File: src/rtl/off_itf_pkg.sv
// off_itf_pkg: shared constants, state encoding and command field offsets for the off-chip scheduler
package off_itf_pkg;
  localparam int OP_NUM = 6;
  localparam int MDU_ISA_BASE [OP_NUM] = '{0, 16, 18, 20, 29, 31};
  localparam int MDU_ISA_NUM  [OP_NUM] = '{16, 2, 2, 9, 2, 1};
  localparam int CMD_DIR_BIT  = 0;
  localparam int CMD_BASE_LSB = 1;
  typedef enum logic [2:0] {IDLE, ISASND, DATCMD, DATIN, DATOUT} stateT;
endpackage

File: src/rtl/off_itf_arb.sv
// off_itf_arb: N-way ISA request arbiter; ISA_RR_ARB_EN selects round-robin, otherwise lowest index wins
module off_itf_arb
  import off_itf_pkg::*;
#(
  parameter int N = OP_NUM
) (
  input  logic                 I_OffClk,
  input  logic                 rst_n,
  input  logic [N-1:0]         req,
  input  logic                 update,
  output logic [$clog2(N)-1:0] gntIdx,
  output logic                 gntVld
);
  localparam int W = $clog2(N);
  assign gntVld = |req;
`ifdef ISA_RR_ARB_EN
  logic [W-1:0] rrPtr;
  always_comb begin
    gntIdx = '0;
    for (int k = N - 1; k >= 0; k--)
      if (req[(int'(rrPtr) + k) % N]) gntIdx = W'((int'(rrPtr) + k) % N);
  end
  always_ff @(posedge I_OffClk or posedge rst_n)
    if (rst_n) rrPtr <= '0;
    else if (update) rrPtr <= gntIdx == W'(N - 1) ? '0 : gntIdx + 1'b1;
`else
  logic unusedSig;
  assign unusedSig = ^{I_OffClk, rst_n, update};
  always_comb begin
    gntIdx = '0;
    for (int k = N - 1; k >= 0; k--)
      if (req[k]) gntIdx = W'(k);
  end
`endif
endmodule

File: src/rtl/off_itf_sched.sv
// off_itf_sched: host-side off-chip scheduler issuing ISA bursts and servicing chip DRAM read/write commands
// ISA_RR_ARB_EN selects round-robin ISA grants; undefined gives fixed priority (FPS highest)
module off_itf_sched
  import off_itf_pkg::*;
#(
  parameter int PORT_WIDTH      = 128,
  parameter int ADDR_WIDTH      = 16,
  parameter int DRAM_ADDR_WIDTH = 32,
  parameter int OPNUM           = OP_NUM
) (
  input  logic                       I_OffClk,
  input  logic                       rst_n,
  input  logic [OPNUM-1:0]           I_CfgRdy,
  input  logic                       I_CmdVld,
  input  logic                       I_ChipVld,
  output logic                       O_ChipRdy,
  input  logic [PORT_WIDTH-1:0]      I_ChipDat,
  output logic                       O_HostVld,
  input  logic                       I_HostRdy,
  output logic [PORT_WIDTH-1:0]      O_HostDat,
  output logic                       O_HostLast,
  output logic                       O_ISAVld,
  output logic [DRAM_ADDR_WIDTH-1:0] O_MemAddr,
  output logic                       O_MemWrEn,
  output logic [PORT_WIDTH-1:0]      O_MemWrDat,
  input  logic [PORT_WIDTH-1:0]      I_MemRdDat,
  output logic [$clog2(OPNUM)-1:0]   O_GntIdx,
  output logic                       O_Err
);
  localparam int LEN_LSB = CMD_BASE_LSB + DRAM_ADDR_WIDTH;
  stateT state, nxtState;
  logic [ADDR_WIDTH-1:0] isaPtr [OPNUM];
  logic [ADDR_WIDTH-1:0] beatCnt, remain, cmdLen;
  logic [DRAM_ADDR_WIDTH-1:0] addr, cmdBase;
  logic [$clog2(OPNUM)-1:0] arbIdx;
  logic arbVld, grant, hostFire, cmdDir;
  off_itf_arb #(.N(OPNUM)) uArb (
    .I_OffClk(I_OffClk), .rst_n(rst_n), .req(I_CfgRdy), .update(grant),
    .gntIdx(arbIdx), .gntVld(arbVld)
  );
  assign cmdDir     = I_ChipDat[CMD_DIR_BIT];
  assign cmdBase    = I_ChipDat[CMD_BASE_LSB +: DRAM_ADDR_WIDTH];
  assign cmdLen     = I_ChipDat[LEN_LSB +: ADDR_WIDTH];
  assign grant      = state == IDLE && !I_CmdVld && arbVld;
  assign O_HostVld  = state == ISASND || state == DATIN;
  assign O_ISAVld   = state == ISASND;
  assign O_ChipRdy  = state == DATCMD || state == DATOUT;
  assign hostFire   = O_HostVld && I_HostRdy;
  assign O_HostDat  = O_HostVld ? I_MemRdDat : '0;
  assign O_HostLast = state == ISASND ? beatCnt == ADDR_WIDTH'(MDU_ISA_NUM[O_GntIdx] - 1)
                                      : state == DATIN && remain == ADDR_WIDTH'(1);
  assign O_MemAddr  = state == ISASND ? DRAM_ADDR_WIDTH'(isaPtr[O_GntIdx])
                    : (state == DATIN || state == DATOUT) ? addr : '0;
  assign O_MemWrEn  = state == DATOUT && I_ChipVld;
  assign O_MemWrDat = I_ChipDat;
  always_comb begin
    nxtState = state;
    case (state)
      IDLE:    nxtState = I_CmdVld ? DATCMD : arbVld ? ISASND : IDLE;
      ISASND:  nxtState = hostFire && O_HostLast ? IDLE : ISASND;
      DATCMD:  nxtState = !I_ChipVld ? DATCMD : cmdLen == '0 ? IDLE : cmdDir ? DATOUT : DATIN;
      DATIN:   nxtState = hostFire && O_HostLast ? IDLE : DATIN;
      DATOUT:  nxtState = I_ChipVld && remain == ADDR_WIDTH'(1) ? IDLE : DATOUT;
      default: nxtState = IDLE;
    endcase
  end
  always_ff @(posedge I_OffClk or posedge rst_n)
    if (rst_n) state <= IDLE;
    else state <= nxtState;
  // ISA pointers persist across bursts so each grant continues where that module left off
  always_ff @(posedge I_OffClk or posedge rst_n)
    if (rst_n) begin
      O_GntIdx <= '0;
      beatCnt  <= '0;
      remain   <= '0;
      addr     <= '0;
      O_Err    <= 1'b0;
      for (int i = 0; i < OPNUM; i++) isaPtr[i] <= ADDR_WIDTH'(MDU_ISA_BASE[i]);
    end else begin
      if (grant) begin
        O_GntIdx <= arbIdx;
        beatCnt  <= '0;
      end
      if (state == ISASND && hostFire) begin
        isaPtr[O_GntIdx] <= isaPtr[O_GntIdx] + 1'b1;
        beatCnt          <= beatCnt + 1'b1;
      end
      if (state == DATCMD && I_ChipVld) begin
        O_Err  <= O_Err || cmdLen == '0;
        addr   <= cmdBase;
        remain <= cmdLen;
      end
      if ((state == DATIN && hostFire) || O_MemWrEn) begin
        addr   <= addr + 1'b1;
        remain <= remain - 1'b1;
      end
    end
endmodule

File: config.mk
export PLATFORM = sky130hd
export DESIGN_NAME = off_itf_sched
export DESIGN_NICKNAME = d
export VERILOG_FILES = /design/src/rtl/off_itf_pkg.sv /design/src/rtl/off_itf_arb.sv /design/src/rtl/off_itf_sched.sv
export SDC_FILE = /design/constraint.sdc
export NUM_CORES = 1
export LEC_CHECK = 0
export BUFFER_PORTS_ARGS = -buffer_cell sky130_fd_sc_hd__buf_2
export CORE_AREA = 4 4 216 218
export CTS_CLUSTER_DIAMETER = 100
export DETAILED_ROUTE_END_ITERATION = 8
export DIE_AREA = 0 0 220 222
export PLACE_DENSITY = 0.6
export SYNTH_ARGS = -nofsm -noshare
export SYNTH_HDL_FRONTEND = slang
export SYNTH_SLANG_ARGS = --single-unit
File: constraint.sdc
create_clock -name I_OffClk -period 7.15 [get_ports I_OffClk]
set_input_delay 1.43 -clock I_OffClk [delete_from_list [all_inputs] [get_ports I_OffClk]]
set_output_delay 1.43 -clock I_OffClk [all_outputs]
set_load 0.005 [all_outputs]
Yosys cells after proc, flatten, opt, wreduce, memory -nomap -nowiden
Memory sizes are Yosys's and may differ from the RTL's.
Index checks and enable logic that the tools add are counted.
Storage, ports and cells
  register bits after elaboration: 167
  bits in read-only memories: 256
  bits of input ports: 267
  output and inout port bits: 297
  logic and storage cells: 82
  memories kept: 1
Cells by class
  add/sub/neg operators: 5
  magnitude comparators: 2
  equality and inequality tests: 6
  multiplexer cells: 33
  bitwise gates (word level): 1
  reduce and logical (&&, ||, !) cells: 22
Memory list
  (name not given): depth 8, bits a word 32, rd ports 1, clocked after Yosys merged registers in 0, wr ports 0, RTL line off_itf_sched.sv:50  | assign O_HostLast = state == ISASND ? beatCnt == ADDR_WIDTH'(MDU_ISA_NUM[O_GntIdx] - 1)
Operator list (number)
  16-bit two-way mux: 9
  128-bit two-way mux: 1
  32-bit two-way mux: 4
  96-bit bitwise mux: 1
  16-bit binary-select mux with 3-bit select: 1
  16-bit demux with 3-bit select: 1
  16-bit by 1-bit adder with 16-bit output, second input constant: 2
  32-bit by 1-bit adder with 32-bit output, second input constant: 1
  3-bit two-way mux: 10
  16-bit by 1-bit == test with 1-bit output, second input constant: 1
  16-bit == test: 1
  16-bit logical NOT: 1
  16-bit by 1-bit subtractor with 16-bit output, second input constant: 1
  16-bit by 2-bit subtractor with 16-bit output, second input constant: 1
  3-bit one-hot mux with 5 select lines: 1
  1-bit logical AND: 11
  3-bit by 2-bit == test with 1-bit output, second input constant: 2
  6-bit OR reduction: 1
  1-bit logical OR: 5
  4-bit >= comparator, second input constant: 1
  4-bit by 1-bit less-than comparator with 1-bit output, second input constant: 1
  2-bit two-way mux: 2
  3-bit NOT with 4-bit output: 1
  2-bit nonzero test: 2
  5 further kinds: 7

Longest topological paths before layout
Gate-level depths: netlist (run 1).
  depth in word-level cells: 10
  gate-level depth with buffers: 12
  depth with buffers taken out: 10

By module
A second synthesis (run 1) with hierarchy kept.
Second synthesis, totals
  cells, all modules: 1244
  area total of the unflattened synthesis: 10954.3 um^2
By module, submodules not included
  off_itf_sched: times used 1, cells each 1234, area each 10901.7 um^2, sequential area each 4196.5 um^2
  off_itf_arb: times used 1, cells each 10, area each 52.6 um^2, sequential area each 0.0 um^2

Worst setup path before layout (run 1)
No wires, ideal clock.
  kind: flip-flop to output port
  start: reg O_GntIdx[1]
  end: out O_HostLast
  data arrival time: 2.152 ns
  data required time: 5.720 ns
  setup slack: 3.568 ns
  stages on the path, launching flop included: 11
  buffers on the path: 2
  cells stage by stage: dfrtp_1 -> buf_4 -> buf_6 -> inv_2 -> ha_1 -> mux2i_1 -> ha_1 -> xor2_1 -> nand4_1 -> nor4_1 -> a31o_2
Between the ends
  longest elaborated chain between the ends: 7
RTL lines
  from (decl): RTL line off_itf_sched.sv:27  | output logic [$clog2(OPNUM)-1:0] O_GntIdx,
  from (signal assigned): RTL line off_itf_sched.sv:81  | O_GntIdx <= arbIdx;
  3-bit NOT with 4-bit output (not written as such): RTL line off_itf_sched.sv:50
  memory 8 x 32 bit
  16-bit two-way mux (not written as such) (2 in series): RTL line off_itf_sched.sv:50
  16-bit by 2-bit subtractor with 16-bit output: RTL line off_itf_sched.sv:50
  16-bit == test: RTL line off_itf_sched.sv:50
  1-bit two-way mux: RTL line off_itf_sched.sv:50
  to (decl): RTL line off_itf_sched.sv:21  | output logic O_HostLast,
Every way passes these cells. The select of a mux whose other input is x is not followed.

Worst setup path in the final report (run 1)
  start: reg O_GntIdx[0]
  end: out O_HostLast
The elaborated chain is that of the path after synthesis.

==> flow_summary.toml, run 1 <==
[route]
ant_nets = 0
wl_per_cell_um = 28.57
wl_mm = 59.96
drc = 0
first_iter_violations = 1109
via_per_inst = 5.032
drtPass1Iterations = 6
vias = 10563

[logic_synthesis]
synth_edf_count = 0
syn_nets = 1516
async_reset_ff_frac = 1.000
post-synth-top-count-cell = "nand2_1"
synth_flop_cell = "dfrtp_1"
ys_ff_latch = 167
yosysUniqueCellTypes = 78
yosysTopAreaCell = "dfrtp_1"
syn_area_um2 = 11030
synth.yosys.warnings = 0
synthTopCellsByCount = "nand2_1, and2_1, dfrtp_1, buf_4, o21ai_0"
syn_avg_cell_area_um2 = 8.893
yosys-top-cells-area = "dfrtp_1, buf_4, and2_1"
synth_top_area_share = 0.3472
syn_inst = 1240
ys_seq_area_frac = 0.3806

[power_and_ir_drop]
comb_power_share = 0.480
p_leak_nw = 6.265
sequentialPowerShare = 0.318
clock_power_share = 0.203
max-vdd-ir-drop_mv = 0.1685
power_mw = 4.337
p_sw_frac = 0.4486
p_int_mw = 2.391
p_sw_mw = 1.946
powerDensity_nw_per_um2 = 328.6

[critical_path]
rr_worst_depth = 8
crit_path_frequent_cell = "ha_1"
worstSetupStartpointType = "register"
slowest_delay_ns = 0.72
cpMaxStageDelayCell = "dfrtp_1"
crit_chain = "inv_1, ha_1, mux2i_1, ha_1, xor2_1, nand4_1, nor4_1, a31o_2, buf_2"
crit_required_ns = 5.72
crit_arrival_ns = 3.38
crit_fanout = 19
critPathKind = "register to primary output"
endpoint_kind = "primary output"

[floorplan]
num_rows = 78
die_y_um = 222
core_region_area_um2 = 44890
design.die.area_um2 = 48840
die_width_um = 220
start_util = 0.2456
io_pins = 564

[placed_design]
dp.cells = 2060
place_area_um2 = 12640
pre_cts_ws_ns = 2.827
place.gp.congestion = 1.053
portBuffers = 405
dp_hpwl_mm = 50.22

[run_status]
status = "finished clean"

[clock_tree]
clock-sinks = 167
clk_path_buf_depth = 2
htreeDepth = 4
ctsRootBufferMaster = "clkbuf_16"
cts_hold_buffers = 0
post-cts-setup-buffers = 0
clk_pin_slew_ns = 0.07
clk_latency_ns = 0.44
tritoncts = "done"
numCtsBuffers = 17
post_cts_resized = 0

[timing]
skew_ns = 0.01769
min_period_over_period = 0.6725
hold_viol = 0
slew_headroom = 0.2546
period_needed_ns = 4.808
worst_slack_ns = 2.342
rsz0062_at_grt = "no"
max_slew.worst_pin.slew_ns = 1.115
finalSetupViolations = 0
max_freq_ghz = 0.2080
tns_ns = 0
slew_violations = 0
whs_ns = 0.4611

[global_routing]
antenna_found_initial = 32
grt_max_degree = 118
grt_util_all_layers = 0.2382
top_usage_layer = "met2"
grt_pass1_wl_mm = 82.48
grtUsageMet1 = 0.3023
overflow = 0
gr-usage-met2 = 0.3853
grt_pass1_vias = 10340
grt_util_met3 = 0.1058

[min_path]
whs_path_depth = 2
hold_path.class = "register to register"

[layout]
drive_gt1_frac = 0.3552
multiInputGateArea_um2 = 5494
seq_area_um2 = 4197
n_fill_cell = 4873
area_growth_pct = 19.68
post-route-util = 0.2940
final_nets = 1755
final_cells = 2099
fin_area_um2 = 13200

[flow_run]
max_cap_violations = 0
[registers in the layout, indices dropped and copies added, names as in the netlist]
register	flops
O_Err	1
O_GntIdx	3
addr	32
beatCnt	16
isaPtr	96
remain	16
state	3
[path summary, 6_finish.rpt]
path,to,start,slack [ns]
min reg2reg,isaPtr[52]$_DFFE_PP1P_,isaPtr[52]$_DFFE_PP1P_,0.46
max in group asynchronous,isaPtr[5]$_DFFE_PP0P_,rst_n,4.54
min in group asynchronous,addr[16]$_DFFE_PP0P_,rst_n,1.22
max reg2reg,isaPtr[75]$_DFFE_PP0P_,state[0]$_DFF_PP0_,2.98
max,O_HostLast,O_GntIdx[0]$_DFFE_PP0P_,2.34
min,isaPtr[52]$_DFFE_PP1P_,isaPtr[52]$_DFFE_PP1P_,0.46
[final cells by class]
class	count	area share
Tap cell	600	0.05689
Timing Repair Buffer	417	0.1604
Antenna cell	7	0.001327
Inverter	20	0.006163
Multi-Input combinational cell	856	0.4163
Sequential cell	167	0.3180
Clock buffer	23	0.03470
Clock inverter	9	0.006163
[power by group through the flow]
stage / Combinational (mW) / Sequential, mW / Clock, mW
floorplan: 1.27 / 1.29 / 0
global placement: 2.05 / 1.38 / 0
detailed placement: 2.08 / 1.39 / 0
CTS: 2.08 / 1.37 / 0.888
global route: 2.25 / 1.41 / 0.930
finish: 2.08 / 1.38 / 0.879
[layer usage]
layer / routed length, µm / vias to the layer above
met3: 6075 / 78
met4: 939 / 32
met1: 24510 / 5231
met5: 219 / -
li1: - / 4731
met2: 28220 / 491
[kinds of logic after synthesis]
group | count (synthesis) | synth area share
AND/OR/NAND/NOR | 524 | 0.2571
flip-flops | 167 | 0.3806
XOR/XNOR | 15 | 0.01191
AO/OA/AOI/OAI | 251 | 0.1616
multiplexers | 57 | 0.05617
adder cells (fa/ha/maj) | 9 | 0.01021
buffers and inverters | 217 | 0.1224
[layout by cell type (no fill, tap or decap), types with 8 or more instances in the layout]
| master | netlist | final |
|---|---|---|
| a211o_1 | 8 | 8 |
| a21oi_1 | 21 | 21 |
| a221o_1 | 8 | 8 |
| a22o_1 | 17 | 17 |
| a22oi_1 | 12 | 12 |
| a311oi_1 | 11 | 11 |
| a31oi_1 | 9 | 9 |
| a32oi_1 | 10 | 10 |
| and2_1 | 154 | 154 |
| and3_1 | 11 | 11 |
| buf_2 | 11 | 405 |
| buf_4 | 133 | 12 |
| clkbuf_16 | 0 | 17 |
| dfrtp_1 | 153 | 153 |
| dfstp_2 | 14 | 14 |
| ha_1 | 9 | 9 |
| inv_1 | 18 | 17 |
| mux2_2 | 32 | 32 |
| mux2i_1 | 18 | 18 |
| nand2_1 | 163 | 163 |
| nand3_1 | 39 | 39 |
| nand4_1 | 16 | 16 |
| nor2_1 | 56 | 56 |
| nor3_1 | 11 | 11 |
| nor4_1 | 12 | 12 |
| o211ai_1 | 12 | 12 |
| o21ai_0 | 72 | 71 |
| o21ai_1 | 15 | 15 |
| o22ai_1 | 8 | 8 |
| xnor2_1 | 9 | 9 |
[worst max-delay path, delay by kind of cell, from the launching register on]
| family | cells | cell delay [ns] |
|---|---|---|
| AND/OR/NAND/NOR | 2 | 0.58 |
| multiplexers | 1 | 0.17 |
| adder cells (fa/ha/maj) | 2 | 0.66 |
| flip-flops | 1 | 0.72 |
| buffers and inverters | 2 | 0.46 |
| AO/OA/AOI/OAI | 1 | 0.20 |
| XOR/XNOR | 1 | 0.14 |
(Power assumes the default switching activity.)
==> run 2, diff against run 1 <==
--- a/config.mk
+++ b/config.mk
@@ -5,12 +5,13 @@
 export SDC_FILE = /design/constraint.sdc
 export NUM_CORES = 1
 export LEC_CHECK = 0
+export ABC_AREA = 1
 export BUFFER_PORTS_ARGS = -buffer_cell sky130_fd_sc_hd__buf_2
 export CORE_AREA = 4 4 216 218
 export CTS_CLUSTER_DIAMETER = 100
 export DETAILED_ROUTE_END_ITERATION = 8
 export DIE_AREA = 0 0 220 222
-export PLACE_DENSITY = 0.6
+export PLACE_DENSITY = 0.63
 export SYNTH_ARGS = -nofsm -noshare
 export SYNTH_HDL_FRONTEND = slang
 export SYNTH_SLANG_ARGS = --single-unit
==> constraint.sdc (replaced) <==
create_clock -name I_OffClk -period 4.73 [get_ports I_OffClk]
set_input_delay 0.946 -clock I_OffClk [delete_from_list [all_inputs] [get_ports I_OffClk]]
set_output_delay 0.946 -clock I_OffClk [all_outputs]
set_load 0.005 [all_outputs]
==> flow_summary.toml, run 2 <==
[critical_path]
r2r_end = "isaPtr[24]$_DFFE_PP0P_"
r2r_slack_ns = 1.33
crit_path_end = "O_MemAddr[0]"
endpoint_kind = "primary output"
critPathKind = "register to primary output"
crit_arrival_ns = 3.05
crit_fanout = 20
crit_start = "O_GntIdx[2]$_DFFE_PP0P_"
crit_required_ns = 3.78
reg2reg_from = "O_GntIdx[2]$_DFFE_PP0P_"
worstSetupStartpointType = "register"
rr_worst_depth = 12

[route]
ant_nets = 0
drtPass1Iterations = 6
first_iter_violations = 1648
wl_mm = 69.42
drc = 0
wl_per_cell_um = 25.35
vias = 13652
via_per_inst = 4.984

[power_and_ir_drop]
powerDensity_nw_per_um2 = 619.0
p_leak_nw = 8.048
sequentialPowerShare = 0.274
comb_power_share = 0.573
p_int_mw = 4.235
p_sw_frac = 0.5312
max-vdd-ir-drop_mv = 0.3341
clock_power_share = 0.153
p_sw_mw = 4.798

[logic_synthesis]
synth_edf_count = 0
yosysUniqueCellTypes = 52
post-synth-top-count-cell = "nand2_1"
yosys-top-cells-area = "dfrtp_1, nand2_1, inv_1"
synth.yosys.warnings = 0
async_reset_ff_frac = 1.000
syn_inst = 1886
syn_nets = 2162
synth_flop_cell = "dfrtp_1"
ys_ff_latch = 167
synth_top_area_share = 0.3073
yosysTopAreaCell = "dfrtp_1"
synthTopCellsByCount = "nand2_1, inv_1, nor2_1, dfrtp_1, nand3_1"
syn_area_um2 = 12460
syn_avg_cell_area_um2 = 6.607
ys_seq_area_frac = 0.3368

[layout]
largest_reg_flops = 96
layout_commonest_cell = "nand2_1"
seq_area_um2 = 4198
area_growth_pct = 17.10
drive_gt1_frac = 0.2455
reg_top3 = "isaPtr: 96 flops, addr: 32 flops"
final_cells = 2739
n_fill_cell = 5012
final_cell_mix = "nand2_1, buf_2, inv_1, nor2_1, dfrtp_1"
multiInputGateArea_um2 = 5826
final_nets = 2397
regMostFlops = "isaPtr"
post-route-util = 0.3250

[timing]
skew_ns = 0.01391
hold_viol = 0
max_slew.worst_pin.slew_ns = 1.391
max_freq_ghz = 0.2505
slew_violations = 0
period_needed_ns = 3.993
slew_headroom = 0.07267
rsz0062_at_grt = "no"
finalSetupViolations = 0
tns_ns = 0
min_period_over_period = 0.8441

[floorplan]
start_util = 0.2776
num_rows = 78
die_y_um = 222
core_region_area_um2 = 44890
design.die.area_um2 = 48840
die_width_um = 220
io_pins = 564

[clock_tree]
clk_latency_ns = 0.45
post_cts_resized = 0
clock-sinks = 167
htreeDepth = 4
tritoncts = "done"
post-cts-setup-buffers = 0
ctsRootBufferMaster = "clkbuf_16"
numCtsBuffers = 17
clk_path_buf_depth = 2
clk_pin_slew_ns = 0.08
cts_hold_buffers = 0

[global_routing]
overflow = 0
grt_pass1_vias = 12774
grt_util_all_layers = 0.2726
grt_pass1_wl_mm = 95.50
antenna_found_initial = 15
grt_max_degree = 168

[min_path]
min_from = "isaPtr[62]$_DFFE_PP0P_"
hold_path.class = "register to register"

[run_status]
status = "finished clean"

[placed_design]
place.gp.congestion = 0.9928
dp_hpwl_mm = 57.40
portBuffers = 405
dp.cells = 2702

[flow_run]
max_cap_violations = 0
run 2: cell count changes after synthesis, sizes merged, moves of 16 or more:
cell and change:
nand2 +298, inv +264, nor2 +239, and2 -151, nand3 +113, mux2 -39
buf +25, o21ai +24, nand4 +22, mux2i -17, a22o -16, clkbuf -16
run 2: cell type report:
cell class	count	area share
Clock inverter	13	0.008661
Tap cell	600	0.05145
Clock buffer	19	0.02967
Sequential cell	167	0.2877
Antenna cell	5	0.0008575
Inverter	285	0.07391
Timing Repair Buffer	422	0.1485
Multi-Input combinational cell	1228	0.3992
run 2: critical path, cell delays in order, from the launching register on:
cell and delay (ns):
dfrtp_1 0.46, buf_4 0.23, inv_2 0.37, nand2_1 0.18
nor2_2 0.32, nand2_1 0.09, nand4_1 0.40, inv_1 0.12
o22ai_1 0.24, buf_2 0.17
run 2: stage by stage:
stage | power (mW) | instance area, µm² | setup WS (ns) | hold slack (ns)
after floorplan | 5.617 | 12460 | 1.669 | 0.4417
after global placement | 7.511 | 14020 | 1.365 | 0.4628
after detailed placement | 7.584 | 14020 | 1.245 | 0.4661
after CTS | 8.994 | 14580 | 0.7446 | 0.4850
after global routing | 9.697 | 14580 | 0.5298 | 0.5057
final | 9.032 | 14590 | 0.7372 | 0.4833
run 2: power by group through the flow:
| stage | combinational (mW) | clock (mW) | sequential, mW |
|---|---|---|---|
| floorplan | 3.29 | 0 | 2.32 |
| global placement | 5.04 | 0 | 2.47 |
| detailed placement | 5.11 | 0 | 2.48 |
| CTS | 5.12 | 1.41 | 2.46 |
| global route | 5.69 | 1.46 | 2.54 |
| finish | 5.17 | 1.38 | 2.48 |
run 2: worst min-delay path by stage:
| stage | slack [ns] | endpoint | cells past startpoint |
|---|---|---|---|
| after global placement | 0.46 | isaPtr[89]$_DFFE_PP0P_ | 2 |
| after global routing | 0.51 | isaPtr[62]$_DFFE_PP0P_ | 2 |
| after floorplan | 0.44 | isaPtr[75]$_DFFE_PP0P_ | 2 |
| final | 0.48 | isaPtr[62]$_DFFE_PP0P_ | 2 |
| after CTS | 0.48 | isaPtr[47]$_DFFE_PP0P_ | 2 |
| after detailed placement | 0.47 | isaPtr[62]$_DFFE_PP0P_ | 2 |
run 2: cells by family after synthesis:
logic type / synth area share
multiplexers: 0.0008033
adder cells (fa/ha/maj): 0.009037
AND/OR/NAND/NOR: 0.3452
XOR/XNOR: 0.01627
flip-flops: 0.3368
AO/OA/AOI/OAI: 0.09519
buffers and inverters: 0.1967
run 2: metal layers:
layer	GRT usage	vias up	part of all wire
li1	-	6261	-
met1	0.3280	6450	0.37
met2	0.3630	795	0.39
met3	0.1880	134	0.18
met4	0.1365	12	0.058
met5	0	-	0.0013
